`src/rtl/cvmcu_io_pkg.sv`:
```
// Shared types and defaults for the IO pad reconfiguration controller.
// No logic; no latency; no backpressure.
package cvmcu_io_pkg;

    localparam int N_PADS_DEF = 48;
    localparam int SEL_W_DEF  = 2;
    localparam int CFG_W_DEF  = 6;

    typedef enum logic [2:0] {
        ST_IDLE,
        ST_GATE,
        ST_SWITCH,
        ST_HOLD,
        ST_DONE
    } cvmcu_io_pad_cfg_state_t;

    // LSB of pad p's field inside a flat per-pad bus.
    function automatic int pad_lsb(input int pad, input int width);
        return pad * width;
    endfunction

endpackage

```
`src/rtl/cvmcu_io_settle_timer.sv`:
```
// Loadable down-counter that flags when it has reached zero.
// Load takes effect on the next edge; zero is a direct decode of the count.
// No backpressure; load always wins over counting.
module cvmcu_io_settle_timer #(
    parameter int WIDTH = 3
) (
    input  logic             clk_i,
    input  logic             rst_i,
    input  logic             load,
    input  logic [WIDTH-1:0] value,
    output logic             zero
);

    logic [WIDTH-1:0] count;

    always_ff @(posedge clk_i) begin
        if (rst_i) begin
            count <= '0;
        end else if (load) begin
            count <= value;
        end else if (count != '0) begin
            count <= count - WIDTH'(1);
        end
    end

    assign zero = (count == '0);

endmodule

```
`src/rtl/cvmcu_io_pad_cfg_ctrl.sv`:
```
// Glitch-safe pad mux/config update sequencer: gate OE, settle, switch, settle, release.
// Update latency 2*SETTLE_CYCLES+2 from acceptance; reject/no-change answer next cycle.
// One request at a time: req_ready_o is high only while idle.
module cvmcu_io_pad_cfg_ctrl
    import cvmcu_io_pkg::*;
#(
    parameter int               N_PADS        = N_PADS_DEF,
    parameter int               SEL_W         = SEL_W_DEF,
    parameter int               CFG_W         = CFG_W_DEF,
    parameter logic [CFG_W-1:0] CFG_RST       = '0,
    parameter int               SETTLE_CYCLES = 4
) (
    input  logic                       clk_i,
    input  logic                       rst_i,
    input  logic                       req_valid_i,
    output logic                       req_ready_o,
    input  logic [$clog2(N_PADS)-1:0]  req_pad_i,
    input  logic [SEL_W-1:0]           req_sel_i,
    input  logic [CFG_W-1:0]           req_cfg_i,
    output logic [N_PADS*SEL_W-1:0]    pad_sel_o,
    output logic [N_PADS*CFG_W-1:0]    pad_cfg_o,
    output logic [N_PADS-1:0]          pad_oe_gate_o,
    output logic                       busy_o,
    output logic                       done_o,
    output logic                       err_o
);

    localparam int PAD_W = $clog2(N_PADS);
    localparam int CNT_W = $clog2(SETTLE_CYCLES + 1);
    localparam logic [CNT_W-1:0] SETTLE_LOAD = CNT_W'(SETTLE_CYCLES - 1);

    cvmcu_io_pad_cfg_state_t state;

    logic [SEL_W-1:0] sel_q [N_PADS];
    logic [CFG_W-1:0] cfg_q [N_PADS];

    logic [PAD_W-1:0] pad_q;
    logic [SEL_W-1:0] new_sel_q;
    logic [CFG_W-1:0] new_cfg_q;

    logic             pad_ok;
    logic [PAD_W-1:0] pad_idx;
    logic             no_change;
    logic             tmr_load;
    logic             tmr_zero;

    // Out-of-range indices are steered to pad 0 only so the lookup stays defined.
    always_comb begin
        pad_ok    = (int'(req_pad_i) < N_PADS);
        pad_idx   = pad_ok ? req_pad_i : '0;
        no_change = (sel_q[pad_idx] == req_sel_i) && (cfg_q[pad_idx] == req_cfg_i);
        tmr_load  = ((state == ST_IDLE) && req_valid_i) || (state == ST_SWITCH);
    end

    cvmcu_io_settle_timer #(
        .WIDTH (CNT_W)
    ) u_timer (
        .clk_i (clk_i),
        .rst_i (rst_i),
        .load  (tmr_load),
        .value (SETTLE_LOAD),
        .zero  (tmr_zero)
    );

    always_ff @(posedge clk_i) begin
        if (rst_i) begin
            state         <= ST_IDLE;
            req_ready_o   <= 1'b1;
            busy_o        <= 1'b0;
            done_o        <= 1'b0;
            err_o         <= 1'b0;
            pad_oe_gate_o <= '0;
            pad_q         <= '0;
            new_sel_q     <= '0;
            new_cfg_q     <= '0;
            for (int i = 0; i < N_PADS; i++) begin
                sel_q[i] <= '0;
                cfg_q[i] <= CFG_RST;
            end
        end else begin
            done_o <= 1'b0;
            err_o  <= 1'b0;
            case (state)
                ST_IDLE: begin
                    if (req_valid_i) begin
                        pad_q       <= pad_idx;
                        new_sel_q   <= req_sel_i;
                        new_cfg_q   <= req_cfg_i;
                        req_ready_o <= 1'b0;
                        busy_o      <= 1'b1;
                        if (!pad_ok) begin
                            state  <= ST_DONE;
                            done_o <= 1'b1;
                            err_o  <= 1'b1;
                        end else if (no_change) begin
                            state  <= ST_DONE;
                            done_o <= 1'b1;
                        end else begin
                            state                    <= ST_GATE;
                            pad_oe_gate_o[pad_idx]   <= 1'b1;
                        end
                    end
                end
                ST_GATE: begin
                    if (tmr_zero) begin
                        state <= ST_SWITCH;
                    end
                end
                ST_SWITCH: begin
                    sel_q[pad_q] <= new_sel_q;
                    cfg_q[pad_q] <= new_cfg_q;
                    state        <= ST_HOLD;
                end
                ST_HOLD: begin
                    if (tmr_zero) begin
                        state         <= ST_DONE;
                        pad_oe_gate_o <= '0;
                        done_o        <= 1'b1;
                    end
                end
                ST_DONE: begin
                    state       <= ST_IDLE;
                    req_ready_o <= 1'b1;
                    busy_o      <= 1'b0;
                end
                default: begin
                    state       <= ST_IDLE;
                    req_ready_o <= 1'b1;
                    busy_o      <= 1'b0;
                end
            endcase
        end
    end

    for (genvar g = 0; g < N_PADS; g++) begin : g_pack
        assign pad_sel_o[pad_lsb(g, SEL_W) +: SEL_W] = sel_q[g];
        assign pad_cfg_o[pad_lsb(g, CFG_W) +: CFG_W] = cfg_q[g];
    end

endmodule

```
`config.mk`:
```
export PLATFORM = sky130hd
export DESIGN_NAME = cvmcu_io_pad_cfg_ctrl
export DESIGN_NICKNAME = d
export VERILOG_FILES = /design/src/rtl/cvmcu_io_pkg.sv /design/src/rtl/cvmcu_io_settle_timer.sv /design/src/rtl/cvmcu_io_pad_cfg_ctrl.sv
export SDC_FILE = /design/constraint.sdc
export NUM_CORES = 1
export LEC_CHECK = 0
export BUFFER_PORTS_ARGS = -buffer_cell sky130_fd_sc_hd__buf_2
export CORE_UTILIZATION = 45
export DETAILED_ROUTE_END_ITERATION = 8
export GPL_ROUTABILITY_DRIVEN = 0
export GPL_TIMING_DRIVEN = 0
export PLACE_DENSITY = 0.66
export SYNTH_ARGS = -nofsm -noshare
export SYNTH_HDL_FRONTEND = slang
export SYNTH_SLANG_ARGS = --single-unit
```
`constraint.sdc`:
```
create_clock -name clk_i -period 4.05 [get_ports clk_i]
set_input_delay 0.2025 -clock clk_i [delete_from_list [all_inputs] [get_ports clk_i]]
set_output_delay 0.2025 -clock clk_i [all_outputs]
set_load 0.1 [all_outputs]
```
==> summary.txt <==
GRT
  – Grt total ovfl: 0
  – Vias in the first global route: 20800
  – Largest net degree at the start of global routing: 21
  – First-pass GRT wire length: 162 mm
  – GRT Util Overall: 39.6%
  – Initial antenna violation count: 9

Clock tree
  – H-tree levels: 2
  – Skew-Pair Late Insertion Delay: 0.66 ns
  – Root Buffer: clkbuf_16
  – CTS Buffer Depth: 3
  – CTS Buf Count: 59
  – Reg clk slew, reported paths: 0.06 ns
  – CTS tree: built
  – CTS Sinks: 584

Worst setup path
  – CP Launch Type: primary input
  – FF-to-FF End: cfg_q[38][2]
  – Worst path most repeated cell: buf_2
  – CP Capture Type: flip-flop
  – WS Path Type: in -> reg
  – Arr. time, crit path: 4.91 ns
  – Reg2reg setup slack: 0 ns
  – Worst R2R Path Depth: 6
  – Delay of the slowest critical-path stage: 0.90 ns
  – Critical Path RT: 4.60 ns
  – R2R Path Start: state[2]
  – Max stage delay cell, worst path: clkbuf_1
  – Worst-path fanout max: 10
  – Critical path, cell by cell: buf_2 -> buf_2 -> nor2_1 -> clkbuf_1 -> o21ai_0 -> o211ai_1 -> o311ai_0 -> nand4_1 -> xor2_1 -> o211ai_1 -> or4_1 -> buf_2 -> buf_6 -> a32o_1

Synth
  – Sequential share of the synthesized area: 64.0%
  – Synthesized netlist cell count: 2018
  – Synth cell types: 76
  – Ys async rst share: 0%
  – Synth Cell Area: 26300 um^2
  – Top-area cell type share of the netlist area: 58.5%
  – Top FF cell, synth: edfxtp_1
  – Count leader, synth: edfxtp_1
  – Number of synthesized flops with an enable pin: 512
  – Top post-synthesis cells by count: edfxtp_1 (512), and2_1 (388), mux2i_1 (136)
  – #FFs+latches synth: 584
  – Largest area contributor in the netlist: edfxtp_1
  – Yosys Warn Count: 0
  – Mean cell area of the mapped netlist: 13.0 um^2
  – Syn Nets: 2042
  – Most area-consuming cells after synthesis: edfxtp_1 (58%), and2_1 (9.2%), dfxtp_1 (5.5%), mux2i_1 (5.2%), nor2_1 (1.8%)

Power
  – Cell-internal power: 10.3 mW
  – Switching part of the total power: 33.3%
  – Clk network pwr share: 35.6%
  – Total Power: 15.4 mW
  – Worst VDD drop: 0.000357 V
  – Flop pwr share: 45.7%
  – Leak: 12.6 nW
  – NetSw: 5.13 mW
  – Pwr/cell area: 488 nW/um^2
  – Gate power share: 18.7%

Placed design
  – Count of input and output buffers: 450
  – Final HPWL DP: 86.2 mm

Route
  – Via count: 22300
  – Iter 0 DRT Violations: 3835
  – Final ANT Viol Nets: 0
  – Vias/cell: 6.62
  – Routed WL: 121 mm
  – Drt wl/cell: 36.0 um
  – Remaining DRCs: 0
  – First-pass DRT Iterations: 9

Timing
  – Final clock skew: 0.0221 ns
  – Fmax: 229 MHz
  – Final worst path period need: 4.37 ns
  – Final period util: 108%
  – Final WS setup: -0.318 ns
  – Final Hold Slack: 0.210 ns
  – # setup viols final: 53
  – Slew Limit Headroom: 12.6%
  – Tightest Pin Transition: 1.31 ns
  – Unrepaired setup endpoints after global routing: no
  – Max-slew violations: 0
  – Final Hold Fails: 0

Run status
  – Violated checks: negative setup slack
  – Status: finished, violations left

Min path
  – HP Start: rst_i
  – Hold/Removal Path Class: in -> reg
  – Worst Hold Depth: 3
  – Hold Path End: req_ready_o

Final layout
  – Layout cells sized above 1: 26.7%
  – Register Area: 16800 um^2
  – Area Overhead vs Synth: 20.1%
  – Nets: 2568
  – Fillers: 4966
  – Multi-input gate area: 8680 um^2

Floorplanning
  – DIE AREA: 59400 um^2
  – Chip Width: 244 um
  – Die Y-Extent: 244 um
  – Ports: 453
  – Starting Density: 45.6%
  – Standard-cell rows: 88
  – Core area: 57700 um^2

Job
  – Max_cap viols: 0
## registers in the layout, indices dropped and copies added, names as in the netlist
| name | count |
|---|---|
| u_timer.count | 3 |
| req_ready_o | 1 |
| state | 3 |
| new_cfg_q | 6 |
| busy_o | 1 |
| new_sel_q | 2 |
| done_o | 1 |
| sel_q | 128 |
| pad_oe_gate_o | 48 |
| pad_q | 6 |
| err_o | 1 |
| cfg_q | 384 |
## critical path, delay by kind of cell
kind	cells	cell delay [ns]
buffers and inverters	5	1.69
AO/OA/AOI/OAI	5	1.18
AND/OR/NAND/NOR	3	1.64
XOR/XNOR	1	0.17
## how the worst max path moves through the flow
stage,startpoint,end,slack (ns),cells past startpoint
2_1_floorplan,sel_q[15][0],pad_oe_gate_o[14],0.72,10
3_3_place_gp,req_pad_i[4],done_o,-1.07,15
3_5_place_dp,req_pad_i[4],pad_oe_gate_o[30],-1.06,15
4_1_cts,req_pad_i[4],pad_oe_gate_o[30],0.02,16
5_1_grt,req_pad_i[4],done_o,0.02,16
6_report,req_pad_i[2],pad_oe_gate_o[34],-0.32,14
## cell usage in the layout, fill, tap and decap left out, types with 9 or more instances in the layout
cell type      instances
clkbuf_1              88
nor3_1                22
nand2_1               78
edfxtp_1             512
o21ai_0               39
a32o_1                43
a211oi_1              14
dfxtp_1               72
or2_2                 54
a22oi_1               33
clkbuf_16             60
clkinv_1              12
o221ai_1              13
o211ai_1              21
inv_1                 11
a21oi_1               58
nor2_1               125
buf_2                476
clkinv_2              10
nand3_1               16
nand2b_1              11
nor2b_1               17
and2_1               388
o22ai_1               34
buf_6                 20
mux2i_1              136
a22o_1                13
buf_4                 19
nor3b_1               10
dlygate4sd3_1          9
## per-layer routing
layer	track usage [%]	vias up	part of all wire, %
li1	-	8585	-
met1	48.3	10800	33
met2	57.6	2237	42
met3	16.4	593	16
met4	25.4	8	8.4
met5	1.39	-	0.094
## cells by family (layout without fill, tap and decap cells)
family                     after synthesis  after routing  share of synthesized area (%)
xor gates and xnor gates                 8              8                          0.267
DFF                                    584            584                           64.0
AOI/OAI and AO/OA                      346            346                           9.72
other                                    0              8                              0
muxes                                  152            152                           6.16
adders and majority gates                7              7                          0.333
and+or+nand+nor                        763            763                           16.4
buffers and inverters                  158            728                           3.13
## power groups by stage
stage	logic, mW	registers, mW	clock network, mW
2_1_floorplan	0.818	8.10	0
3_3_place_gp	2.72	7.13	0
3_5_place_dp	2.74	7.14	0
4_1_cts	2.75	7.01	5.38
5_1_grt	2.88	7.03	5.62
6_report	2.89	7.03	5.48
## layout make-up
cell class / count / area share, %
Antenna cell: 8 / 0.0634
Clock inverter: 31 / 0.844
Timing Repair Buffer: 467 / 7.65
Inverter: 12 / 0.143
Buffer: 144 / 2.47
Multi-Input combinational cell: 1276 / 27.5
Tap cell: 765 / 3.03
Clock buffer: 74 / 5.02
Sequential cell: 584 / 53.3
## metrics by stage
step	instances	TNS (ns)	area, um^2	util, %	worst slack [ns]
after floorplan	2018	0	26300	-	0.721
after global placement	3233	-50.06	29500	51.1	-1.07
after detailed placement	3233	-52.32	29500	51.1	-1.06
after CTS	3346	0	31400	54.5	0.0182
after global routing	3358	0	31600	54.7	0.0187
final	3361	-14.43	31600	54.7	-0.318
## timing repair
action,in CTS,in global routing
setup buffers,0,8
setup endpoints to repair,51,51
endpoints found under the hold margin,14,0
hold buffers,9,0
pin swaps,0,4
gates resized for setup,6,13
Note: power is estimated with default switching activity, not from simulation.
